===== src/rtl/fft_stage_seq.sv =====
// Butterfly address sequencer for an in-place radix-2 DIF CORDIC FFT.
// Optional bit-reversed unload phase is enabled by defining FFT_CTRL_BITREV_EN.
module fft_stage_seq #(
    parameter int LOG2N    = 5,
    parameter int PIPE_LAT = 6
) (
    input  logic                          i_clk,
    input  logic                          i_rst_n,
    input  logic                          i_start,
    input  logic                          i_hold,
    output logic                          o_busy,
    output logic                          o_done,
    output logic [$clog2(LOG2N)-1:0]      o_stage,
    output logic                          o_rd_en,
    output logic [LOG2N-1:0]              o_rd_addr_a,
    output logic [LOG2N-1:0]              o_rd_addr_b,
    output logic [LOG2N-2:0]              o_tw_addr,
    output logic                          o_wr_en,
    output logic [LOG2N-1:0]              o_wr_addr_a,
    output logic [LOG2N-1:0]              o_wr_addr_b,
    output logic                          o_out_valid,
    output logic [LOG2N-1:0]              o_out_addr
);
    localparam int N     = 2 ** LOG2N;
    localparam int H_MAX = N / 2;
    localparam int STG_W = $clog2(LOG2N);
    localparam int BW    = LOG2N - 1;
    localparam int DW    = $clog2(PIPE_LAT + 1);

    // Handshake: strobes are qualified by ~i_hold; a strobe transfers only in a cycle with i_hold=0.
`ifdef FFT_CTRL_BITREV_EN
    typedef enum logic [1:0] {IDLE, ISSUE, DRAIN, UNLOAD} state_t;
`else
    typedef enum logic [1:0] {IDLE, ISSUE, DRAIN} state_t;
`endif

    state_t             state;
    logic [STG_W-1:0]   stage;
    logic [BW-1:0]      b_cnt;
    logic [DW-1:0]      d_cnt;
    logic               busy;
    logic               done;
    logic               rd_v;
    logic [LOG2N-1:0]   rd_a;
    logic [LOG2N-1:0]   rd_b;
    logic [BW-1:0]      tw;
    logic               pv [PIPE_LAT];
    logic [LOG2N-1:0]   pa [PIPE_LAT];
    logic [LOG2N-1:0]   pb [PIPE_LAT];

    logic [STG_W-1:0]   sel_s;
    logic [BW-1:0]      sel_b;
    logic [LOG2N-1:0]   c_half;
    logic [LOG2N-1:0]   c_a;
    logic [LOG2N-1:0]   c_b;
    logic [BW-1:0]      c_tw;
    logic [LOG2N-1:0]   bw_ext;

    // Butterfly to be presented on the next active edge: DRAIN looks ahead to stage+1, b=0.
    always_comb begin
        sel_s = stage;
        sel_b = b_cnt;
        if (state == IDLE) begin
            sel_s = '0;
            sel_b = '0;
        end else if (state == DRAIN) begin
            sel_s = stage + STG_W'(1);
            sel_b = '0;
        end
        bw_ext = {1'b0, sel_b};
        c_half = LOG2N'(1) << (LOG2N - 1 - int'(sel_s));
        c_a    = ((bw_ext & ~(c_half - LOG2N'(1))) << 1) | (bw_ext & (c_half - LOG2N'(1)));
        c_b    = c_a | c_half;
        c_tw   = BW'((bw_ext & (c_half - LOG2N'(1))) << sel_s);
    end

`ifdef FFT_CTRL_BITREV_EN
    logic               ov;
    logic [LOG2N-1:0]   oa;
    logic [LOG2N-1:0]   cur_n;

    function automatic logic [LOG2N-1:0] bitrev(input logic [LOG2N-1:0] v);
        logic [LOG2N-1:0] r;
        for (int k = 0; k < LOG2N; k++) r[k] = v[LOG2N-1-k];
        return r;
    endfunction
`endif

    always_ff @(posedge i_clk) begin
        if (!i_rst_n) begin
            state <= IDLE;
            stage <= '0;
            b_cnt <= '0;
            d_cnt <= '0;
            busy  <= 1'b0;
            done  <= 1'b0;
            rd_v  <= 1'b0;
            rd_a  <= '0;
            rd_b  <= '0;
            tw    <= '0;
            for (int k = 0; k < PIPE_LAT; k++) begin
                pv[k] <= 1'b0;
                pa[k] <= '0;
                pb[k] <= '0;
            end
`ifdef FFT_CTRL_BITREV_EN
            ov    <= 1'b0;
            oa    <= '0;
            cur_n <= '0;
`endif
        end else if (!i_hold) begin
            pv[0] <= rd_v;
            pa[0] <= rd_a;
            pb[0] <= rd_b;
            for (int k = 1; k < PIPE_LAT; k++) begin
                pv[k] <= pv[k-1];
                pa[k] <= pa[k-1];
                pb[k] <= pb[k-1];
            end
            done <= 1'b0;
            case (state)
                IDLE: begin
                    if (i_start) begin
                        state <= ISSUE;
                        busy  <= 1'b1;
                        stage <= '0;
                        b_cnt <= BW'(1);
                        rd_v  <= 1'b1;
                        rd_a  <= c_a;
                        rd_b  <= c_b;
                        tw    <= c_tw;
                    end
                end
                ISSUE: begin
                    rd_v  <= 1'b1;
                    rd_a  <= c_a;
                    rd_b  <= c_b;
                    tw    <= c_tw;
                    b_cnt <= b_cnt + BW'(1);
                    if (b_cnt == BW'(H_MAX - 1)) begin
                        state <= DRAIN;
                        d_cnt <= '0;
                    end
                end
                DRAIN: begin
                    rd_v <= 1'b0;
                    // The last write-back of the stage is on the outputs when d_cnt reaches PIPE_LAT.
                    if (d_cnt == DW'(PIPE_LAT)) begin
                        if (stage == STG_W'(LOG2N - 1)) begin
`ifdef FFT_CTRL_BITREV_EN
                            state <= UNLOAD;
                            ov    <= 1'b1;
                            oa    <= '0;
                            cur_n <= '0;
`else
                            state <= IDLE;
                            done  <= 1'b1;
                            busy  <= 1'b0;
                            stage <= '0;
`endif
                        end else begin
                            state <= ISSUE;
                            stage <= stage + STG_W'(1);
                            b_cnt <= BW'(1);
                            rd_v  <= 1'b1;
                            rd_a  <= c_a;
                            rd_b  <= c_b;
                            tw    <= c_tw;
                        end
                    end else begin
                        d_cnt <= d_cnt + DW'(1);
                    end
                end
`ifdef FFT_CTRL_BITREV_EN
                UNLOAD: begin
                    if (cur_n == LOG2N'(N - 1)) begin
                        state <= IDLE;
                        ov    <= 1'b0;
                        oa    <= '0;
                        done  <= 1'b1;
                        busy  <= 1'b0;
                        stage <= '0;
                    end else begin
                        cur_n <= cur_n + LOG2N'(1);
                        oa    <= bitrev(cur_n + LOG2N'(1));
                    end
                end
`endif
                default: state <= IDLE;
            endcase
        end
    end

    assign o_busy      = busy;
    assign o_done      = done;
    assign o_stage     = stage;
    assign o_rd_en     = rd_v & ~i_hold;
    assign o_rd_addr_a = rd_a;
    assign o_rd_addr_b = rd_b;
    assign o_tw_addr   = tw;
    assign o_wr_en     = pv[PIPE_LAT-1] & ~i_hold;
    assign o_wr_addr_a = pa[PIPE_LAT-1];
    assign o_wr_addr_b = pb[PIPE_LAT-1];
`ifdef FFT_CTRL_BITREV_EN
    assign o_out_valid = ov & ~i_hold;
    assign o_out_addr  = oa;
`else
    assign o_out_valid = 1'b0;
    assign o_out_addr  = '0;
`endif

endmodule


===== config.mk =====
export PLATFORM = sky130hd
export DESIGN_NAME = fft_stage_seq
export DESIGN_NICKNAME = d
export VERILOG_FILES = /design/src/rtl/fft_stage_seq.sv
export SDC_FILE = /design/constraint.sdc
export NUM_CORES = 1
export LEC_CHECK = 0
export CAP_MARGIN = 20
export CORE_UTILIZATION = 51
export DETAILED_ROUTE_END_ITERATION = 16
export PLACE_DENSITY = 0.8
export SLEW_MARGIN = 10
export SYNTH_ARGS = -nofsm -noshare
export SYNTH_HDL_FRONTEND = slang
export SYNTH_SLANG_ARGS = --single-unit

===== constraint.sdc =====
create_clock -name i_clk -period 3.2 [get_ports i_clk]
set_input_delay 0.8 -clock i_clk [delete_from_list [all_inputs] [get_ports i_clk]]
set_output_delay 0.8 -clock i_clk [all_outputs]
set_load 0.01 [all_outputs]

==> results of run 1 <==
[stage by stage]
step,std cells,total power (W),utilization (%),cell area [sq um]
final,558,0.00249,63.0,5200
after global routing,558,0.00258,63.0,5200
after CTS,558,0.00250,62.4,5150
after detailed placement,542,0.00164,59.7,4930
after global placement,542,0.00164,59.7,4930
after floorplan,409,0.00155,-,4410
[where the power goes]
part / switching, W / total [W] / leakage, nW / internal [W]
registers: 0.0000246 / 0.00139 / 0.954 / 0.00136
clock network: 0.000423 / 0.000868 / 0.107 / 0.000445
logic: 0.000128 / 0.000230 / 0.949 / 0.000102
[metal layers]
layer	GRT usage [%]	up-vias
li1	-	1510
met1	25.5	1445
met2	32.8	77
met3	4.35	13
met4	10.7	0
met5	0	-
[flip-flops by register name, indices dropped and copies added (netlist names)]
| register | flops |
|---|---|
| o_tw_addr | 4 |
| d_cnt | 3 |
| o_stage | 3 |
| state | 2 |
| pv | 6 |
| pa | 30 |
| o_done | 1 |
| rd_v | 1 |
| o_busy | 1 |
| o_rd_addr_a | 5 |
| b_cnt | 4 |
| pb | 30 |
| o_rd_addr_b | 5 |
[final timing paths]
kind,start,endpoint
setup / recovery,o_stage[0],o_tw_addr[2]
hold / removal,rd_v,rd_v
setup reg to reg,o_stage[0],o_tw_addr[2]
hold reg to reg,rd_v,rd_v
[cell usage after synthesis, drive strengths merged (2+ instances only)]
cell type,instances
nand2,28
nand4,4
nand2b,7
nor2b,18
dfxtp,34
a211oi,3
nor4,3
o31ai,6
o21ai,19
o211a,3
or4,2
a31oi,7
mux2i,5
clkbuf,20
nor3,6
edfxtp,61
o211ai,2
a21oi,17
or3,3
o21a,6
nor2,13
nand3,8
ha,7
nand3b,3
a21boi,6
and3,5
inv,9
and2,69
buf,10
a32oi,3
[timing repair]
item	4_1_cts	5_1_grt
buffers inserted	0	0
pin swaps	0	4
resized for setup	1	15
setup endpoints to repair	1	7
[cell families after synthesis]
| kind of cell | count (synthesis) | share of synthesized area, % |
|---|---|---|
| and+or+nand+nor | 175 | 22.9 |
| DFF | 95 | 57.5 |
| AOI/OAI and AO/OA | 82 | 12.3 |
| buffers and inverters | 39 | 4.06 |
| adders and majority gates | 7 | 2.00 |
| muxes | 5 | 1.14 |
| other | 1 | 0.0858 |
[final cells by class]
| cell class | instances | area [sq um] |
|---|---|---|
| Inverter | 9 | 33.8 |
| Sequential cell | 95 | 2520 |
| Multi-Input combinational cell | 275 | 1770 |
| Fill cell | 647 | 3050 |
| Timing Repair Buffer | 58 | 533 |
| Clock inverter | 6 | 90.1 |
| Clock buffer | 10 | 128 |
| Tap cell | 105 | 131 |
[critical path: cells and delay by family (launching register included)]
kind                       cells  cell delay [ps]
adders and majority gates      2              490
AOI/OAI and AO/OA              2              360
buffers and inverters          3              260
and+or+nand+nor                5             1530
DFF                            1              380
==> summary.txt, run 1 <==
STA
  • Setup TNS: 0 ps
  • Fin crit share: 96.1%
  • Minimum clock period: 3070 ps
  • Post-Route Skew: 7.93 ps
  • Max Slew Vio Count: 0
  • Fmax: 325 MHz
  • Slew headroom: 49.2%
  • Slew @ Worst Pin: 758 ps
  • Setup WS post-layout: 126 ps
  • Final Hold Viols: 0
  • # setup viols final: 0
  • RSZ-0062 raised after global routing: false
  • WHS: 472 ps

Clock network
  • CTS Root Cell: clkbuf_8
  • Clock tree buffer depth: 2
  • CTS buffer count: 9
  • CTS sink cnt: 95
  • Worst skew pair latency: 360 ps
  • CTS clock-pin slew for the worst setup and hold paths: 90 ps
  • CTS tree: yes
  • Htree depth: 3
  • CTS Hold Bufs: 0

Setup path
  • Req. time, crit path: 3490 ps
  • Reg-to-reg slack, setup: 130 ps
  • CP arrival: 3360 ps
  • Crit path kind: reg -> reg
  • Crit-path slowest cell: or4_4
  • Crit start category: register
  • Worst r2r path cells: 12
  • Crit. End Element: register
  • Critical Path Most Common Cell: inv_2
  • CP max stage delay: 540 ps
  • Critical path cell sequence: inv_1 -> ha_1 -> nand3b_1 -> nand2_1 -> inv_2 -> ha_4 -> inv_2 -> o211a_1 -> or4_4 -> or3_1 -> or4_1 -> a32oi_1
  • Critical path fanouts, max: 6

Place
  • RD Place Congestion: 0.905
  • Port Buffer Count: 34
  • Setup Slack @ Placement: 28.0 ps
  • HPWL after DPL: 5710 microns

Synthesis
  • Area share of the largest cell type after synthesis: 41.9%
  • Post-synth top flop: edfxtp_1
  • Synth unique cells: 51
  • Synth Warn #: 0
  • Register area share after synthesis: 57.5%
  • Yosys top cell by area: edfxtp_1
  • Mapped Cells: 404
  • Post-synth EDFFs: 61
  • Async SR Flop Fraction: 0%
  • Largest cells by area after synthesis: edfxtp_1 42%, dfxtp_1 16%, and2_1 9.9%, nor2b_1 2.6%, nand2_1 2.4%
  • Number of synthesized register bits: 95
  • Syn Area/Cell: 10.8 sq um
  • Synthesized area: 4370 sq um

Route
  • DRC viols: 0
  • First-pass detailed-route iteration total: 4
  • Metal1 wirelength: 3710 microns
  • Highest routed metal layer: met4
  • Routed vias: 3045
  • Met2 routed WL: 4210 microns
  • Number of routed nets with antenna violations: 0
  • Vias per inst: 5.46
  • Post-Route WL: 8490 microns
  • Metal3 WL: 376 microns
  • Initial DRC Count: 115
  • WL/cell: 15.2 microns

Die
  • FP Rows: 33
  • Die Area: 8950 sq um
  • Initial core utilization: 52.9%
  • Placeable Area: 8260 sq um
  • DIE HEIGHT: 94.6 microns
  • Die Wd: 94.6 microns
  • I/O pin count: 41

Min path
  • Hold WC Path Type: reg -> reg
  • Hold Path Cell Cnt: 2

Cells and area
  • Commonest non-fill, non-tap cell in the layout: and2_1
  • Nets: 459
  • Layout cell share with drive strength beyond 1: 13.0%
  • ANT cells: 0
  • Commonest cells after routing, fill and taps aside: 69 x and2_1, 61 x edfxtp_1, 34 x clkdlybuf4s50_1
  • Layout area overhead: 19.1%

Global route
  • Total track usage: 20.3%
  • Initial antenna violation count: 0
  • GRT overflow: 0
  • Vias in the first global route: 2835
  • Largest net degree at the start of global routing: 62
  • First-pass GRT wire length: 13700 microns

Power and ir drop
  • Leak Pwr: 2.01 nW
  • PwrDens: 478 nW/um^2
  • Peak VDD IR: 0.251 mV

Job
  • Max cap viols: 0

Outcome
  • Outcome: completed
No activity file was read; power rests on OpenSTA's default activity.
==> inputs of run 2 (changes only) <==
--- a/config.mk
+++ b/config.mk
@@ -6,6 +6,7 @@
 export NUM_CORES = 1
 export LEC_CHECK = 0
 export CAP_MARGIN = 20
+export CORE_ASPECT_RATIO = 1.1
 export CORE_UTILIZATION = 51
 export DETAILED_ROUTE_END_ITERATION = 16
 export PLACE_DENSITY = 0.8
==> summary.txt, run 2 (synthesized netlist as in run 1, its figures left out) <==
STA
  • WHS: 473 ps (was 472 ps)
  • RSZ-0062 raised after global routing: false (unchanged)
  • Max Slew Vio Count: 0 (unchanged)
  • Final Hold Viols: 0 (unchanged)
  • Fin crit share: 95.7% (was 96.1%)
  • Slew headroom: 66.9% (was 49.2%)
  • Minimum clock period: 3060 ps (was 3070 ps)
  • Slew @ Worst Pin: 495 ps (was 758 ps)
  • # setup viols final: 0 (unchanged)
  • Post-Route Skew: 15.0 ps (was 7.93 ps)
  • Fmax: 327 MHz (was 325 MHz)
  • Setup TNS: 0 ps (unchanged)

Die
  • FP Rows: 35 (was 33)
  • DIE HEIGHT: 99.1 microns (was 94.6 microns)
  • Die Wd: 90.3 microns (was 94.6 microns)
  • Placeable Area: 8360 sq um (was 8260 sq um)
  • Die Area: 8950 sq um (about the same)
  • I/O pin count: 41 (unchanged)
  • Initial core utilization: 52.3% (was 52.9%)

Setup path
  • Worst path top cell family by delay: simple AND/OR/NAND/NOR gates (unchanged)
  • Crit start category: register (unchanged)
  • CP arrival: 3340 ps (was 3360 ps)
  • CP max stage delay: 540 ps (about the same)
  • Crit path kind: reg -> reg (unchanged)
  • Critical Path Most Common Cell: inv_1 (was inv_2)
  • CP Launch Point: o_stage[0] (unchanged)
  • Crit. End Element: register (unchanged)
  • RR Startpoint: o_stage[0] (unchanged)
  • Req. time, crit path: 3480 ps (was 3490 ps)
  • WP buf/inv: 3 (unchanged)
  • Reg-to-reg slack, setup: 140 ps (was 130 ps)
  • Critical path fanouts, max: 5 (was 6)
  • Critical path cell sequence: inv_1 -> ha_1 -> nand3b_1 -> nand2_1 -> inv_1 -> ha_2 -> inv_2 -> o211a_1 -> or4_4 -> or3_1 -> or4_1 -> a32oi_1 (was inv_1 -> ha_1 -> nand3b_1 -> nand2_1 -> inv_2 -> ha_4 -> inv_2 -> o211a_1 -> or4_4 -> or3_1 -> or4_1 -> a32oi_1)
  • Crit-path slowest cell: or4_4 (unchanged)

Power and ir drop
  • Switching part of the total: 25.1% (was 23.2%)
  • Leak Pwr: 2.02 nW (was 2.01 nW)
  • PwrDens: 454 nW/um^2 (was 478 nW/um^2)
  • Clock power share: 31.3% (was 34.9%)
  • Peak VDD IR: 0.244 mV (was 0.251 mV)
  • Reg power frac: 58.8% (was 55.8%)
  • Int Power: 0.00177 W (was 0.00191 W)
  • Comb power frac: 9.9% (was 9.2%)
  • Switching power: 0.000592 W (was 0.000576 W)

Clock network
  • CTS buffer count: 9 (unchanged)
  • CTS clock-pin slew for the worst setup and hold paths: 100 ps (was 90 ps)
  • CTS sink cnt: 95 (unchanged)
  • CTS Hold Bufs: 0 (unchanged)
  • CTS tree: yes (unchanged)
  • Worst skew pair latency: 350 ps (was 360 ps)
  • CTS Root Cell: clkbuf_8 (unchanged)
  • Clock tree buffer depth: 2 (unchanged)
  • Htree depth: 3 (unchanged)

Cells and area
  • Commonest non-fill, non-tap cell in the layout: and2_1 (unchanged)
  • Nets: 465 (was 459)
  • Largest regs: pa: 30 flops, pb: 30 flops, pv: 6 flops (unchanged)
  • Layout cell share with drive strength beyond 1: 13.1% (was 13.0%)
  • ANT cells: 0 (unchanged)
  • Layout area overhead: 18.9% (was 19.1%)
  • Number of fill cells: 674 (was 647)
  • Final instance area: 5200 sq um (about the same)
  • Commonest cells after routing, fill and taps aside: 69 x and2_1, 61 x edfxtp_1, 34 x clkdlybuf4s50_1 (unchanged)

Global route
  • Initial antenna violation count: 0 (unchanged)
  • Vias in the first global route: 2881 (was 2835)
  • First-pass GRT wire length: 13900 microns (was 13700 microns)
  • GRT overflow: 0 (unchanged)
  • Largest net degree at the start of global routing: 62 (unchanged)
  • Total track usage: 19.7% (was 20.3%)

Route
  • Number of routed nets with antenna violations: 0 (unchanged)
  • Routed vias: 3084 (was 3045)
  • WL/cell: 14.7 microns (was 15.2 microns)
  • First-pass detailed-route iteration total: 4 (unchanged)
  • Metal3 WL: 284 microns (was 376 microns)
  • Vias per inst: 5.41 (was 5.46)
  • Highest routed metal layer: met4 (unchanged)
  • Initial DRC Count: 179 (was 115)
  • DRC viols: 0 (unchanged)
  • Metal1 wirelength: 3780 microns (was 3710 microns)
  • Met2 routed WL: 4100 microns (was 4210 microns)
  • Post-Route WL: 8360 microns (was 8490 microns)

Outcome
  • Outcome: completed (unchanged)

Place
  • HPWL after DPL: 5780 microns (was 5710 microns)
  • Placed cell area: 4990 sq um (was 4930 sq um)
  • RD Place Congestion: 1.01 (was 0.905)
  • Port Buffer Count: 34 (unchanged)

Job
  • Max cap viols: 0 (unchanged)

Min path
  • Worst Hold Launch: rd_v (unchanged)
  • Hold WC Path Type: reg -> reg (unchanged)
[run 2: layout make-up]
type	instances	area, sq um	area share (%)
Clock buffer	9	124	2.38
Clock inverter	7	63.8	1.23
Inverter	9	33.8	0.650
Multi-Input combinational cell	275	1740	33.4
Sequential cell	95	2510	48.3
Tap cell	111	139	2.67
Timing Repair Buffer	64	591	11.4
[run 2: what timing repair did]
action / CTS / global route
gates resized for setup: 0 / 6
setup buffers: 0 / 1
setup endpoints to repair: 0 / 5
[run 2: worst min-delay path: stages (launching register included)]
cell and delay [ps]:
dfxtp_1 320, nand2_1 50, a21boi_0 60
[run 2: final timing paths]
kind | endpoint | cells after the start
worst min-delay path | rd_v | 2
worst max-delay path | o_tw_addr[2] | 12
worst min register to register | rd_v | 2
worst max register to register | o_tw_addr[2] | 12
[run 2: per-stage QoR]
stage          power (W)  utilization [%]  setup WS, ps  instances
6_report         0.00236             62.2           138        570
5_1_grt          0.00246             62.2          2.66        570
2_1_floorplan    0.00155                -          16.6        409
4_1_cts          0.00238             61.9          75.7        569
3_3_place_gp     0.00164             59.7           149        553
3_5_place_dp     0.00165             59.7          87.5        553
[run 2: power groups by stage]
stage                     Clock (W)  Combinational [W]  Sequential, W
after floorplan                   0           0.000135        0.00142
after global placement            0           0.000229        0.00142
after detailed placement          0           0.000230        0.00142
after CTS                  0.000757           0.000231        0.00139
after global routing       0.000808           0.000258        0.00140
final                      0.000738           0.000234        0.00139
[run 2: layer usage]
metal / vias up / global-route usage (%)
met5: - / 0
met1: 1461 / 25.1
met2: 72 / 32.3
li1: 1530 / -
met4: 0 / 9.80
met3: 21 / 3.90
